===== src/rtl/dbg_tl_master_if.sv =====
// TileLink-UL A/D channel bundle between the debug master and the bus.
// master: drives A, consumes D; slave: the opposite direction.
`ifndef TL_GET
`define TL_GET   3'd4
`endif
`ifndef TL_PUT_F
`define TL_PUT_F 3'd0
`endif
`ifndef TL_PUT_P
`define TL_PUT_P 3'd1
`endif

interface tilelink #(
  parameter int ADDR_WIDTH = 64,
  parameter int DATA_WIDTH = 64
);
  logic                    a_valid;
  logic                    a_ready;
  logic [2:0]              a_opcode;
  logic [3:0]              a_size;
  logic [3:0]              a_source;
  logic [ADDR_WIDTH-1:0]   a_address;
  logic [DATA_WIDTH/8-1:0] a_mask;
  logic [DATA_WIDTH-1:0]   a_data;
  logic                    d_valid;
  logic                    d_ready;
  logic [DATA_WIDTH-1:0]   d_data;
  logic                    d_denied;
  logic                    d_corrupt;

  modport master (
    output a_valid, a_opcode, a_size, a_source,
    output a_address, a_mask, a_data, d_ready,
    input  a_ready, d_valid, d_data,
    input  d_denied, d_corrupt
  );

  modport slave (
    input  a_valid, a_opcode, a_size, a_source,
    input  a_address, a_mask, a_data, d_ready,
    output a_ready, d_valid, d_data,
    output d_denied, d_corrupt
  );
endinterface


===== src/rtl/dbg_tl_master.sv =====
// Debug command to TileLink-UL single-beat get/put master with D timeout.
// Ports: clk, rst_n, cmd_* request, rsp_* response, bus (tilelink.master).
`ifndef TL_GET
`define TL_GET   3'd4
`endif
`ifndef TL_PUT_F
`define TL_PUT_F 3'd0
`endif
`ifndef TL_PUT_P
`define TL_PUT_P 3'd1
`endif

module dbg_tl_master #(
  parameter int ADDR_WIDTH = 64,
  parameter int DATA_WIDTH = 64,
  parameter int TIMEOUT    = 255
) (
  input  logic                    clk,
  input  logic                    rst_n,
  input  logic                    cmd_valid,
  output logic                    cmd_ready,
  input  logic                    cmd_write,
  input  logic [ADDR_WIDTH-1:0]   cmd_addr,
  input  logic [DATA_WIDTH/8-1:0] cmd_mask,
  input  logic [DATA_WIDTH-1:0]   cmd_wdata,
  output logic                    rsp_valid,
  input  logic                    rsp_ready,
  output logic [DATA_WIDTH-1:0]   rsp_rdata,
  output logic                    rsp_err,
  tilelink.master                 bus
);

  localparam logic [1:0] S_IDLE = 2'd0;
  localparam logic [1:0] S_REQ  = 2'd1;
  localparam logic [1:0] S_RESP = 2'd2;
  localparam logic [1:0] S_DONE = 2'd3;

  localparam int          SIZE   = $clog2(DATA_WIDTH / 8);
  localparam logic [15:0] TO_CNT = 16'(TIMEOUT);

  logic [1:0]              state_q, state_d;
  logic [15:0]             cnt_q, cnt_d;
  logic                    wr_q, wr_d;
  logic [ADDR_WIDTH-1:0]   addr_q, addr_d;
  logic [DATA_WIDTH/8-1:0] mask_q, mask_d;
  logic [DATA_WIDTH-1:0]   wdata_q, wdata_d;
  logic [DATA_WIDTH-1:0]   rdata_q, rdata_d;
  logic                    err_q, err_d;
  logic [15:0]             cnt_inc;

  assign cnt_inc = cnt_q + 16'd1;

  always_comb begin
    state_d = state_q;
    cnt_d   = cnt_q;
    wr_d    = wr_q;
    addr_d  = addr_q;
    mask_d  = mask_q;
    wdata_d = wdata_q;
    rdata_d = rdata_q;
    err_d   = err_q;
    unique case (state_q)
      S_IDLE: begin
        if (cmd_valid) begin
          wr_d    = cmd_write;
          addr_d  = cmd_addr;
          mask_d  = cmd_mask;
          wdata_d = cmd_wdata;
          state_d = S_REQ;
        end
      end
      S_REQ: begin
        if (bus.a_ready) begin
          cnt_d   = '0;
          state_d = S_RESP;
        end
      end
      S_RESP: begin
        // A response in the final wait cycle beats the timeout.
        if (bus.d_valid) begin
          rdata_d = wr_q ? '0 : bus.d_data;
          err_d   = bus.d_denied | bus.d_corrupt;
          state_d = S_DONE;
        end else begin
          cnt_d = cnt_inc;
          if (cnt_inc == TO_CNT) begin
            rdata_d = '0;
            err_d   = 1'b1;
            state_d = S_DONE;
          end
        end
      end
      S_DONE: begin
        if (rsp_ready) state_d = S_IDLE;
      end
      default: state_d = S_IDLE;
    endcase
  end

  always_ff @(posedge clk or negedge rst_n) begin
    if (!rst_n) begin
      state_q <= S_IDLE;
      cnt_q   <= '0;
      wr_q    <= 1'b0;
      addr_q  <= '0;
      mask_q  <= '0;
      wdata_q <= '0;
      rdata_q <= '0;
      err_q   <= 1'b0;
    end else begin
      state_q <= state_d;
      cnt_q   <= cnt_d;
      wr_q    <= wr_d;
      addr_q  <= addr_d;
      mask_q  <= mask_d;
      wdata_q <= wdata_d;
      rdata_q <= rdata_d;
      err_q   <= err_d;
    end
  end

  assign cmd_ready = (state_q == S_IDLE);
  assign rsp_valid = (state_q == S_DONE);
  assign rsp_rdata = rdata_q;
  assign rsp_err   = err_q;

  // Late D beats after a timeout are drained in IDLE.
  assign bus.d_ready   = (state_q == S_IDLE) || (state_q == S_RESP);
  assign bus.a_valid   = (state_q == S_REQ);
  assign bus.a_opcode  = !wr_q   ? `TL_GET :
                         &mask_q ? `TL_PUT_F : `TL_PUT_P;
  assign bus.a_size    = 4'(SIZE);
  assign bus.a_source  = 4'd0;
  assign bus.a_address = addr_q;
  assign bus.a_mask    = wr_q ? mask_q : '1;
  assign bus.a_data    = wr_q ? wdata_q : '0;

endmodule


===== src/flat_wrapper.sv =====
// flat-port wrapper written by rule: the top's interface ports become plain ports
module dbg_tl_master_flat 
#(
  parameter int ADDR_WIDTH = 64,
  parameter int DATA_WIDTH = 64,
  parameter int TIMEOUT    = 255
)
  (clk, rst_n, cmd_valid, cmd_ready, cmd_write, cmd_addr, cmd_mask, cmd_wdata, rsp_valid, rsp_ready, rsp_rdata, rsp_err, bus_a_valid, bus_a_opcode, bus_a_size, bus_a_source, bus_a_address, bus_a_mask, bus_a_data, bus_d_ready, bus_a_ready, bus_d_valid, bus_d_data, bus_d_denied, bus_d_corrupt);
  tilelink #(.ADDR_WIDTH(ADDR_WIDTH), .DATA_WIDTH(DATA_WIDTH)) bus_i ();
  input  logic clk;
  input  logic rst_n;
  input  logic cmd_valid;
  output logic cmd_ready;
  input  logic cmd_write;
  input  logic [ADDR_WIDTH-1:0] cmd_addr;
  input  logic [DATA_WIDTH/8-1:0] cmd_mask;
  input  logic [DATA_WIDTH-1:0] cmd_wdata;
  output logic rsp_valid;
  input  logic rsp_ready;
  output logic [DATA_WIDTH-1:0] rsp_rdata;
  output logic rsp_err;
  output wire logic [$bits(bus_i.a_valid)-1:0] bus_a_valid;
  output wire logic [$bits(bus_i.a_opcode)-1:0] bus_a_opcode;
  output wire logic [$bits(bus_i.a_size)-1:0] bus_a_size;
  output wire logic [$bits(bus_i.a_source)-1:0] bus_a_source;
  output wire logic [$bits(bus_i.a_address)-1:0] bus_a_address;
  output wire logic [$bits(bus_i.a_mask)-1:0] bus_a_mask;
  output wire logic [$bits(bus_i.a_data)-1:0] bus_a_data;
  output wire logic [$bits(bus_i.d_ready)-1:0] bus_d_ready;
  input wire logic [$bits(bus_i.a_ready)-1:0] bus_a_ready;
  input wire logic [$bits(bus_i.d_valid)-1:0] bus_d_valid;
  input wire logic [$bits(bus_i.d_data)-1:0] bus_d_data;
  input wire logic [$bits(bus_i.d_denied)-1:0] bus_d_denied;
  input wire logic [$bits(bus_i.d_corrupt)-1:0] bus_d_corrupt;
  assign bus_a_valid = bus_i.a_valid;
  assign bus_a_opcode = bus_i.a_opcode;
  assign bus_a_size = bus_i.a_size;
  assign bus_a_source = bus_i.a_source;
  assign bus_a_address = bus_i.a_address;
  assign bus_a_mask = bus_i.a_mask;
  assign bus_a_data = bus_i.a_data;
  assign bus_d_ready = bus_i.d_ready;
  assign bus_i.a_ready = bus_a_ready;
  assign bus_i.d_valid = bus_d_valid;
  assign bus_i.d_data = bus_d_data;
  assign bus_i.d_denied = bus_d_denied;
  assign bus_i.d_corrupt = bus_d_corrupt;
  dbg_tl_master #(.ADDR_WIDTH(ADDR_WIDTH), .DATA_WIDTH(DATA_WIDTH), .TIMEOUT(TIMEOUT)) u_core (.clk(clk), .rst_n(rst_n), .cmd_valid(cmd_valid), .cmd_ready(cmd_ready), .cmd_write(cmd_write), .cmd_addr(cmd_addr), .cmd_mask(cmd_mask), .cmd_wdata(cmd_wdata), .rsp_valid(rsp_valid), .rsp_ready(rsp_ready), .rsp_rdata(rsp_rdata), .rsp_err(rsp_err), .bus(bus_i));
endmodule

===== config.mk =====
export PLATFORM = sky130hd
export DESIGN_NAME = dbg_tl_master_flat
export DESIGN_NICKNAME = d
export VERILOG_FILES = /design/src/rtl/dbg_tl_master_if.sv /design/src/rtl/dbg_tl_master.sv /design/src/flat_wrapper.sv
export SDC_FILE = /design/constraint.sdc
export NUM_CORES = 1
export LEC_CHECK = 0
export CORE_AREA = 8 8 160 162
export CTS_CLUSTER_SIZE = 30
export DETAILED_ROUTE_END_ITERATION = 10
export DIE_AREA = 0 0 168 170
export PLACE_DENSITY = 0.82
export SLEW_MARGIN = 20
export SYNTH_ARGS = -nofsm -noshare
export SYNTH_HDL_FRONTEND = slang
export SYNTH_SLANG_ARGS = --single-unit
export TNS_END_PERCENT = 100

===== constraint.sdc =====
create_clock -name clk -period 7.4 [get_ports clk]
set_clock_uncertainty 0.2 [all_clocks]
set_input_delay 1.85 -clock clk [delete_from_list [all_inputs] [get_ports clk]]
set_output_delay 1.85 -clock clk [all_outputs]
set_load 0.02 [all_outputs]

## Word-level counts from Yosys, hierarchy flattened

Index checks and enable logic that the tools add are counted.

| storage, ports and cells | value |
|---|---|
| register bits | 220 |
| input port bits | 209 |
| output and inout port bits | 216 |
| logic and storage cells | 46 |

| cells by class | value |
|---|---|
| $add $sub $neg | 1 |
| equal/unequal tests | 9 |
| muxes and demuxes | 18 |
| bitwise logic cells | 1 |
| reductions and logical operators | 9 |

Operators by type and width:

| cell | count |
|---|---|
| 2-to-1 mux 64 bit | 4 |
| 2-to-1 mux 16 bit | 2 |
| case mux 16 bit (2 select lines) | 1 |
| adder 16 x 1 -> 16 bit, second input constant | 1 |
| == test 16 x 8 -> 1 bit, second input constant | 1 |
| 2-to-1 mux 2 bit | 5 |
| 2-to-1 mux 8 bit | 1 |
| case mux 2 bit (4 select lines) | 1 |
| AND reduction 8 bit | 1 |
| == test 2 bit, second input constant | 2 |
| != test 2 x 1 -> 1 bit, second input constant | 2 |
| != test 2 bit, second input constant | 2 |
| AND reduction 2 bit | 2 |
| AND reduction 4 bit | 1 |
| nonzero test 2 bit | 2 |
| 2-to-1 mux 1 bit | 3 |
| 2-to-1 mux 3 bit | 1 |
| != test 3 x 2 -> 1 bit, second input constant | 1 |
| AND reduction 3 bit | 1 |
| == test 2 x 1 -> 1 bit, second input constant | 1 |
| logical NOT 2 bit | 1 |
| logical OR 1 bit | 1 |
| OR 1 bit | 1 |

## Longest topological paths before layout

Gate-level depths: netlist (run 1).

| depth | value |
|---|---|
| depth after elaboration | 5 |
| mapped depth | 8 |
| mapped depth without buffers | 7 |

## Worst setup path before layout (run 1)

Ideal clock, no wire load.

| timing | value |
|---|---|
| path kind | reg-to-output |
| from | register u_core.state_q[0] |
| to | output bus_d_ready |
| data arrival time | 1253 ps |
| required time | 5350 ps |
| setup slack | 4097 ps |
| stages on the path, launching flop included | 5 |
| path buffers | 1 |
| cell sequence | dfrtp_1 > inv_1 > ha_1 > clkbuf_1 > or2_2 |

| between the ends | value |
|---|---|
| cells in the longest elaborated chain, start to end | 2 |
| elaborated cells between the ends (all ways) | 3 |
| those cells by class | eq/ne (1); reduce/logical (2) |

RTL lines:

| what | line | source |
|---|---|---|
| start, declared | dbg_tl_master.sv:41 | `logic [1:0] state_q, state_d;` |
| start signal, assigned | dbg_tl_master.sv:111 | `state_q <= state_d;` |
| == test 2 bit / logical NOT 2 bit (equally long branches) | dbg_tl_master.sv:128 | `assign bus.d_ready = (state_q == S_IDLE) \|\| (state_q == S_RESP);` |
| logical OR 1 bit * | dbg_tl_master.sv:128 |  |
| end, declared | flat_wrapper.sv:29 | `output wire logic [$bits(bus_i.d_ready)-1:0] bus_d_ready;` |

Mark *: on every way between the ends. The rest lies on a longest branch, timed or not.

## Worst setup path after layout (run 1)

| timing | value |
|---|---|
| from | register u_core.wr_q |
| to | output bus_a_data[17] |

| between the ends | value |
|---|---|
| cells in the longest elaborated chain, start to end | 1 |

RTL lines:

| what | line | source |
|---|---|---|
| start, declared | dbg_tl_master.sv:43 | `logic wr_q, wr_d;` |
| start signal, assigned | dbg_tl_master.sv:113 | `wr_q <= wr_d;` |
| 2-to-1 mux 64 bit | dbg_tl_master.sv:136 | `assign bus.a_data = wr_q ? wdata_q : '0;` |
| end, declared | flat_wrapper.sv:28 | `output wire logic [$bits(bus_i.a_data)-1:0] bus_a_data;` |

No other way between the ends.

==> summary.txt, run 1 <==
Setup path
  – Setup Crit Path Kind: reg2out
  – Worst Path Required: 5.35 ns
  – Critical path's largest stage delay: 0.72 ns
  – CP Capture Type: primary output
  – CP max-delay cell: clkdlybuf4s50_1
  – Crit start category: register
  – Critical Path, Cell by Cell: buf_4 > and2_1 > clkdlybuf4s50_1
  – R2R Setup Slk: 4.30 ns
  – Critical Path AT: 2.38 ns
  – Critical path fanouts, max: 74

Timing
  – Slew Limit Headroom: 0.377
  – Setup_tns: 0 ns
  – Period utilisation layout: 0.598
  – Fmax: 226 MHz
  – Final Setup Violations: 0
  – Slew Viols, Final: 0
  – Final Critical Period: 4.43 ns
  – Slew of the pin with the lowest slew margin: 0.935 ns
  – Hold Vio Cnt, Final: 0
  – RSZ-0062 raised after global routing: no

Pwr
  – Switch share: 0.371
  – Seq pwr share: 0.304
  – Max VDD drop: 279 uV
  – Final Power: 0.00682 W
  – Power per cell area: 446 nW/um^2
  – Switching power: 0.00253 W
  – P_int: 0.00429 W
  – Leakage Power: 6.20 nW
  – Combinational group share of total power: 0.505
  – Clk pwr share: 0.190

Layout
  – Synth-to-Final Area Change: 51.5%
  – Final #Nets: 1495
  – Proportion of layout cells with a drive suffix above 1: 0.151
  – Fill cell count: 1738

Global route
  – First-pass GRT wire length: 50.3 mm
  – Vias in the first global route: 8747
  – Initial antenna violation count: 3
  – Largest net degree at the start of global routing: 119
  – Remaining global-route overflow: 0
  – GRT Total Usage: 0.222

Logic synthesis
  – Avg Cell Area, Syn: 11.4 sq um
  – Register area share after synthesis: 0.546
  – Post-Synthesis Cells: 887
  – Synth Cell Area: 10100 sq um
  – Primary FF master, synth: dfrtp_1
  – Total of warnings raised by yosys: 0
  – Synth Register Bits: 220
  – Synth cell types: 51
  – Number of synthesized flops with an enable pin: 0
  – Asr flop ratio synth: 1.00

CTS
  – Clock Tree Buf Depth: 3
  – CTS clk-pin slew, worst paths: 0.06 ns
  – Post CTS Setup Buffer Count: 0
  – Root Driver: clkbuf_16
  – Cts-stage hold buffer count: 0
  – CTS tree: done
  – Total CTS buffers: 26
  – Number of H-tree levels: 1
  – Post-CTS sizing: 0
  – Worst-skew pair later-pin latency: 0.52 ns
  – CTS Sinks: 220

Die
  – Io pins: 425
  – Die area: 28600 sq um
  – Die H: 170 um
  – Die Wd: 168 um
  – Placeable Area: 23100 sq um
  – FP Rows: 56
  – Initial Util: 0.437

Drt
  – DRC Markers: 0
  – Final ANT Viol Nets: 0
  – First-pass iteration count of the detailed router: 4
  – Vias per Instance: 5.10
  – WL per Instance: 20.7 um
  – Total routed wirelength: 32.9 mm
  – 1st-iter DRT viols: 588
  – Routed vias: 8110

Placement
  – Final HPWL DP: 23.7 mm
  – PortBufs: 415
  – RD Place Congestion: 0.818

Status
  – Status: finished clean

Worst hold path
  – Worst min path class: reg2reg

Flow run
  – Max Cap Viol: 0
[path summary, 6_finish.rpt]
check / from / endpoint / cells past startpoint
setup / recovery: u_core.wr_q / bus_a_data[17] / 3
hold / removal: u_core.wdata_q[7] / u_core.wdata_q[7] / 1
setup reg to reg: u_core.cnt_q[0] / u_core.rsp_rdata[11] / 7
hold reg to reg: u_core.wdata_q[7] / u_core.wdata_q[7] / 1
max in group asynchronous: rst_n / u_core.rsp_rdata[14] / 2
min in group asynchronous: rst_n / u_core.bus.a_address[0] / 1
[layout by cell type, fill, tap and decap left out, types with 10 or more instances in the layout]
master / n
nand2b_1: 74
and2_1: 64
dfrtp_1: 219
o21ai_1: 10
clkbuf_16: 27
o21ai_0: 75
nor2b_1: 66
clkbuf_1: 12
nand2_1: 12
nor2_1: 12
clkdlybuf4s50_1: 414
mux2_2: 137
a21oi_1: 70
[state kept, by name, indices dropped and copies added, names as in the netlist]
| register | flops |
|---|---|
| u_core.bus.a_address | 64 |
| u_core.mask_q | 8 |
| u_core.wr_q | 1 |
| u_core.state_q | 2 |
| u_core.wdata_q | 64 |
| u_core.cnt_q | 16 |
| u_core.rsp_err | 1 |
| u_core.rsp_rdata | 64 |
[metal layers]
| layer | vias up | share of wire | global-route usage |
|---|---|---|---|
| met3 | 53 | 0.096 | 0.0853 |
| met2 | 298 | 0.51 | 0.398 |
| met4 | 0 | 0.026 | 0.0672 |
| li1 | 3806 | - | - |
| met1 | 3953 | 0.37 | 0.239 |
| met5 | - | 0 | 0 |
[power by group through the flow]
stage	Sequential [W]	Clock (W)	Combinational, W
after floorplan	0.00243	0	0.00149
after global placement	0.00205	0	0.00341
after detailed placement	0.00208	0	0.00346
after CTS	0.00207	0.00133	0.00349
after global routing	0.00215	0.00138	0.00369
final	0.00208	0.00130	0.00345
[area by class of cell]
| type | instances | area (sq um) | share of cell area |
|---|---|---|---|
| Sequential cell | 220 | 5510 | 0.360 |
| Timing Repair Buffer | 425 | 4230 | 0.277 |
| Antenna cell | 3 | 7.51 | 0.000491 |
| Clock buffer | 42 | 762 | 0.0499 |
| Clock inverter | 4 | 95.1 | 0.00622 |
| Tap cell | 290 | 363 | 0.0237 |
| Inverter | 9 | 33.8 | 0.00221 |
| Multi-Input combinational cell | 598 | 4280 | 0.280 |
[cells in the mapped netlist, types with 6 or more instances]
| library cell | n | area, sq um |
|---|---|---|
| buf_4 | 10 | 75.1 |
| nand2b_1 | 74 | 463 |
| ha_1 | 6 | 75.1 |
| o21ai_1 | 10 | 50.1 |
| nand4_1 | 9 | 56.3 |
| a21oi_1 | 70 | 350 |
| inv_1 | 9 | 33.8 |
| clkbuf_2 | 7 | 35.0 |
| mux2_2 | 137 | 1540 |
| dfrtp_1 | 220 | 5510 |
| nor2_1 | 13 | 48.8 |
| and2_1 | 64 | 400 |
| nand3_1 | 9 | 45.0 |
| clkbuf_1 | 47 | 176 |
| o21ai_0 | 75 | 375 |
| nand2_1 | 13 | 48.8 |
| a31oi_1 | 6 | 37.5 |
| nor2b_1 | 66 | 413 |
[cells by family after synthesis]
kind of cell	after synthesis	share of synthesized area
simple gates	265	0.161
flops	220	0.546
compound gates	177	0.0942
mux	138	0.154
buf+inv	76	0.0339
fa+ha+maj	6	0.00745
xor+xnor	3	0.00261
other cells	2	0.000745
[metrics by stage]
stage               setup WS, ns  utilization  instances  hold slack (ns)  instance area [sq um]
floorplan                   4.10            -        894            0.260                  10100
global placement            3.04        0.625       1541            0.280                  14400
detailed placement          3.01        0.625       1541            0.286                  14400
CTS                         2.93        0.662       1587            0.299                  15300
global route                2.82        0.663       1591            0.308                  15300
finish                      2.97        0.663       1591            0.296                  15300
[critical path, delay by kind of cell, from the launching register on]
family	cells	cell delay, ns
DFF	1	0.35
buffers and inverters	2	1.25
and+or+nand+nor	1	0.22
No activity file was read; power rests on OpenSTA's default activity.
==> inputs of run 2 (changes only) <==
- CORE_AREA: 8 8 160 162 -> unset
- CORE_MARGIN: unset -> 8
- CORE_UTILIZATION: unset -> 39
- DIE_AREA: 0 0 168 170 -> unset
- PLACE_DENSITY: 0.82 -> 0.77
- clock period: 7.4 -> 3.7 ns (I/O delays scaled with it)
==> run 2 against run 1 <==
Net effect:
- wire length rose by 0.22%
- global-route usage fell by 2.2 points
- hold slack got worse by 0.090 ns
- first-iteration DRC count fell by 32%
- power rose by 100%
- count of clock-buffer cells in the layout fell by 3
- combinational power rose by 100%
==> summary.txt, run 2 (synthesis gave the netlist of run 1 again) <==
Die
  – FP Rows: 59 (+5.4%)
  – Initial Util: 0.392 (-0.0449)
  – Die H: 177 um (+4.0%)
  – Placeable Area: 25700 sq um (+11%)
  – Io pins: 425 (unchanged)
  – Die Wd: 177 um (+5.2%)
  – Die area: 31300 sq um (+9.4%)

CTS
  – Worst-skew pair later-pin latency: 0.53 ns (about the same)
  – Root Driver: clkbuf_16
  – Cts-stage hold buffer count: 0 (unchanged)
  – Post-CTS sizing: 0 (unchanged)
  – Total CTS buffers: 26 (unchanged)
  – CTS Sinks: 220 (unchanged)
  – Clock Tree Buf Depth: 3 (unchanged)
  – CTS tree: done
  – Post CTS Setup Buffer Count: 0 (unchanged)
  – CTS clk-pin slew, worst paths: 0.06 ns (about the same)
  – Number of H-tree levels: 1 (unchanged)

Timing
  – Slew of the pin with the lowest slew margin: 0.877 ns (-0.0576 ns)
  – Final Critical Period: 3.34 ns
  – Slew Viols, Final: 0 (unchanged)
  – Slew Limit Headroom: 0.413 (+0.0362)
  – Fmax: 299 MHz
  – Final Setup Violations: 0 (unchanged)
  – Setup_tns: 0 ns (unchanged)
  – RSZ-0062 raised after global routing: no
  – Final hold slack: 0.206 ns (-0.0902 ns)
  – Hold Vio Cnt, Final: 0 (unchanged)
  – Period utilisation layout: 0.903

Layout
  – Fill cell count: 2093 (+20%)
  – Seq. cell area: 5510 sq um (unchanged)
  – Cell area after layout: 15500 sq um (+1.4%)
  – Most common cell after layout, fill and taps aside: clkdlybuf4s50_1
  – Proportion of layout cells with a drive suffix above 1: 0.160 (+0.00863)
  – Util after Layout: 0.603 (-0.0600)
  – Final non-filler cell total: 1642 (+3.2%)
  – Most frequent cells in the layout: 413 x clkdlybuf4s50_1, 219 x dfrtp_1, 137 x mux2_2
  – Synth-to-Final Area Change: 53.6%
  – Multi-input combinational cell area: 4280 sq um (unchanged)
  – Final #Nets: 1498 (+0.20%)

Drt
  – Vias per Instance: 4.98 (-2.4%)
  – Total routed wirelength: 33.0 mm (+0.22%)
  – First-pass iteration count of the detailed router: 5 (+1)
  – DRC Markers: 0 (unchanged)
  – WL per Instance: 20.1 um (-2.9%)
  – Final ANT Viol Nets: 0 (unchanged)
  – 1st-iter DRT viols: 400 (-32%)
  – Routed vias: 8173 (+0.78%)

Setup path
  – Critical Path AT: 2.22 ns (-0.16 ns)
  – Crit path max-delay family: buffers and inverters
  – Critical path fanouts, max: 4 (-95%)
  – R2r endpoint: u_core.rsp_rdata[50]
  – Critical R2R Launch: u_core.cnt_q[0]
  – CP max-delay cell: clkdlybuf4s50_1
  – Crit start category: register
  – Critical path's largest stage delay: 0.58 ns (-0.14 ns)
  – Setup Crit Path Kind: reg2out
  – Worst Path Required: 2.57 ns (-2.78 ns)
  – CP Buf/Inv Count: 2 (unchanged)
  – Critical Path, Cell by Cell: inv_1 > ha_1 > or2_2 > clkdlybuf4s50_1
  – Worst-case reg-to-reg path depth: 7 (unchanged)
  – CP Capture Type: primary output
  – R2R Setup Slk: 0.80 ns (-3.50 ns)

Placement
  – Final HPWL DP: 23.8 mm (+0.61%)
  – DP Cell Count: 1589 (+3.1%)
  – RD Place Congestion: 0.804 (-1.7%)
  – Area after DPL: 14600 sq um (+1.0%)
  – PortBufs: 415 (unchanged)

Pwr
  – Power per cell area: 891 nW/um^2 (+100%)
  – Seq pwr share: 0.304 (about the same)
  – Clk pwr share: 0.195 (+0.005)
  – Leakage Power: 6.28 nW (+1.2%)
  – P_int: 0.00868 W (+100%)
  – Switch share: 0.371 (about the same)
  – Switching power: 0.00512 W (+100%)
  – Combinational group share of total power: 0.501 (-0.004)
  – Max VDD drop: 595 uV (+110%)

Global route
  – GRT Total Usage: 0.200 (-0.0218)
  – Initial antenna violation count: 4 (+1)
  – First-pass GRT wire length: 49.9 mm (-0.93%)
  – Remaining global-route overflow: 0 (unchanged)
  – Largest net degree at the start of global routing: 94 (-21%)
  – Vias in the first global route: 8607 (-1.6%)

Worst hold path
  – Worst min path class: in2async

Flow run
  – Max Cap Viol: 0 (unchanged)

Status
  – Status: finished clean
[run 2: how the worst max path moves through the flow]
stage,startpoint,to,slack (ns),depth (start not counted)
5_1_grt,u_core.state_q[0],bus_d_ready,0.29,4
3_5_place_dp,u_core.cnt_q[0],u_core.rsp_rdata[49],0.84,7
3_3_place_gp,bus_a_ready,u_core.cnt_q[7],0.94,5
6_report,u_core.state_q[0],bus_d_ready,0.36,4
4_1_cts,u_core.state_q[0],bus_d_ready,0.33,4
2_1_floorplan,u_core.cnt_q[13],u_core.rsp_rdata[37],1.21,7
[run 2: power groups by stage]
stage	Sequential (W)	Combinational (W)	Clock (W)
detailed placement	0.00421	0.00694	0
global route	0.00433	0.00740	0.00286
global placement	0.00414	0.00685	0
floorplan	0.00486	0.00298	0
finish	0.00420	0.00691	0.00270
CTS	0.00419	0.00700	0.00277
[run 2: cell type report]
cell class / instances / area share
sequential: 220 / 0.356
timing repair buffer: 428 / 0.279
multi-input combinational: 598 / 0.276
clock buffer: 39 / 0.0504
tap: 335 / 0.0271
clock inverter: 9 / 0.00840
inverter: 9 / 0.00218
antenna: 4 / 0.000646
[run 2: metrics by stage]
stage	total power, W	worst slack (ns)
global placement	0.0110	0.941
detailed placement	0.0112	0.842
global route	0.0146	0.288
CTS	0.0140	0.328
finish	0.0138	0.358
floorplan	0.00783	1.21
[run 2: per-layer routing]
| metal | share of wire | vias up | global-route usage |
|---|---|---|---|
| met2 | 0.49 | 296 | 0.344 |
| met5 | 0 | - | 0 |
| met4 | 0.025 | 0 | 0.0599 |
| met1 | 0.38 | 4000 | 0.224 |
| li1 | - | 3822 | - |
| met3 | 0.10 | 55 | 0.0834 |
==> inputs of run 3 (changes only) <==
- CTS_CLUSTER_SIZE: 30 -> 28
==> results of run 3 <==
No change in the layout: final DEF, timing and power equal those of run 2.
==> RTL change: new RTL, settings of run 2 <==
`ADDR_WIDTH` is set to 64 in 3 places; all go to 72.
--- a/src/rtl/dbg_tl_master_if.sv
+++ b/src/rtl/dbg_tl_master_if.sv
@@ -11,7 +11,7 @@
 `endif
 
 interface tilelink #(
-  parameter int ADDR_WIDTH = 64,
+  parameter int ADDR_WIDTH = 72,
   parameter int DATA_WIDTH = 64
 );
   logic                    a_valid;
--- a/src/rtl/dbg_tl_master.sv
+++ b/src/rtl/dbg_tl_master.sv
@@ -11,7 +11,7 @@
 `endif
 
 module dbg_tl_master #(
-  parameter int ADDR_WIDTH = 64,
+  parameter int ADDR_WIDTH = 72,
   parameter int DATA_WIDTH = 64,
   parameter int TIMEOUT    = 255
 ) (
--- a/src/flat_wrapper.sv
+++ b/src/flat_wrapper.sv
@@ -1,7 +1,7 @@
 // flat-port wrapper written by rule: the top's interface ports become plain ports
 module dbg_tl_master_flat 
 #(
-  parameter int ADDR_WIDTH = 64,
+  parameter int ADDR_WIDTH = 72,
   parameter int DATA_WIDTH = 64,
   parameter int TIMEOUT    = 255
 )
Interface: changed (resized bus_a_address and cmd_addr); port bits go from 425 to 441. No check against the original RTL was run, so the function may have changed too.
==> RTL change against run 2 <==
  * Count of clock-buffer cells in the layout grew 2
  * First-iteration DRC count is 8.3% higher
  * Core utilization about the same
  * Synthesized area up 5.7%
  * Routed wire length grew 7.9%
  * Sequential cell count rose by 8
  * Design area up 4.6%
  * Clock power down 3%
  * Non-clock buffer count rose by 22
  * Synthesized cell count is 3.5% higher
  * Worst setup slack worse by 220 ps
  * Final cell count is 3.7% higher
  * Total power up 3.5%
  * Critical path type unchanged
  * Critical endpoint is now bus_a_data[8]
  * Largest power group unchanged
  * Highest routed layer unchanged
==> RTL change: results (changes against run 2) <==
* Status: finished, final reports clean (unchanged)
* Worst stage delay on the critical path at 680 ps (was 580 ps)
* DRT iter0 DRCs at 433 (was 400)
* R2R setup slack at 610 ps (was 800 ps)
* Compound-Gate Fraction of Synth Area at 0.105 (was 0.0942)
* Multiplexer area fraction after synthesis at 0.156 (was 0.154)
* CLK BUF at 41 (was 39)
* Synth Area in Adders at 0.00704 (was 0.00745)
* Peak VDD IR at 0.568 mV (was 0.595 mV)
* Cell Count, Final, Fillers Out at 1702 (was 1642)
* Multi-input combinational area share at 0.284 (was 0.276)
* WL met2 at 17.6 mm (was 16.3 mm)
* DRT met1 WL at 13.7 mm (was 12.5 mm)
* Number of non-clock buffers in the layout at 450 (was 428)
* Met2 global-route usage at 0.358 (was 0.344)
* R2r worst-path depth at 8 (was 7)
* CP max stage cell: dfrtp_2 (was clkdlybuf4s50_1)
* Syn Inst Count at 918 (was 887)
* DP HPWL at 26.1 mm (was 23.8 mm)
* Reg2reg end: u_core.rsp_rdata[53] (was u_core.rsp_rdata[50])
* Pre-CTS WS at 584 ps (was 842 ps)
* Total Routing Usage GR at 0.209 (was 0.200)
* Synth top area cells: dfrtp_1, mux2_2, nand2b_1 (unchanged)
* Synth Area in XOR/XNOR at 0.000822 (was 0.00261)
* FFs & Latches at 228 (was 220)
* M1 GR Usage at 0.240 (was 0.224)
* Total CTS buffers at 27 (was 26)
* Met3 usage at 0.0816 (was 0.0834)
* Tap Count at 341 (was 335)
* Most common library cells after synthesis: dfrtp_1, mux2_2, nand2b_1, a21oi_1, nor2b_1 (was dfrtp_1, mux2_2, o21ai_0, nand2b_1, a21oi_1)
* Seq. cell area at 5710 um2 (was 5510 um2)
* Synth unique cells at 52 (was 51)
* Share of layout cells above drive strength 1 at 0.194 (was 0.160)
* Pwr/cell area at 883 nW/um2 (was 891 nW/um2)
* Invs w/o clock at 6 (was 9)
* Hold slack at 219 ps (was 206 ps)
* Routed vias at 8454 (was 8173)
* Clock Network Area Fraction at 0.0546 (was 0.0588)
* Mean routed wirelength per cell at 20.9 um (was 20.1 um)
* Vias in the first global route at 9079 (was 8607)
* Worst EP arrival at 2440 ps (was 2220 ps)
* Initial antenna violation count at 6 (was 4)
* DR WL met3 at 3.38 mm (was 3.34 mm)
* Leakage at 6.56 nW (was 6.28 nW)
* Non-clk buf share at 0.280 (was 0.279)
* Largest net degree at the start of global routing at 89 (was 94)
* Gp weighted congestion at 0.818 (was 0.804)
* Placed Area at 15300 um2 (was 14600 um2)
RTL change: cell types whose count changed after synthesis, sizes merged, moves of 3 or more:
cell | run 2 | this run
mux2 | 137 | 147
dfrtp | 220 | 228
o21ai | 85 | 92
buf | 13 | 17
nor2 | 13 | 17
nor3 | 1 | 5
a31oi | 6 | 3
inv | 9 | 6
nand2 | 13 | 16
o31a | 0 | 3
RTL change: worst max-delay path by stage:
stage	endpoint	startpoint	slack, ps	depth (start not counted)
4_1_cts	bus_a_data[8]	u_core.wr_q	50	3
3_5_place_dp	u_core.cnt_q[6]	bus_d_valid	580	6
6_report	bus_a_data[8]	u_core.wr_q	140	3
2_1_floorplan	u_core.rsp_rdata[0]	u_core.cnt_q[1]	1170	9
5_1_grt	bus_a_data[60]	u_core.wr_q	5	3
3_3_place_gp	bus_a_data[60]	u_core.wr_q	650	3
RTL change: power by group:
group	internal, mW	switching, mW	total [mW]	leakage [nW]
clock network	1.57	1.05	2.62	0.440
logic	3.69	3.63	7.32	3.48
registers	3.64	0.717	4.36	2.63
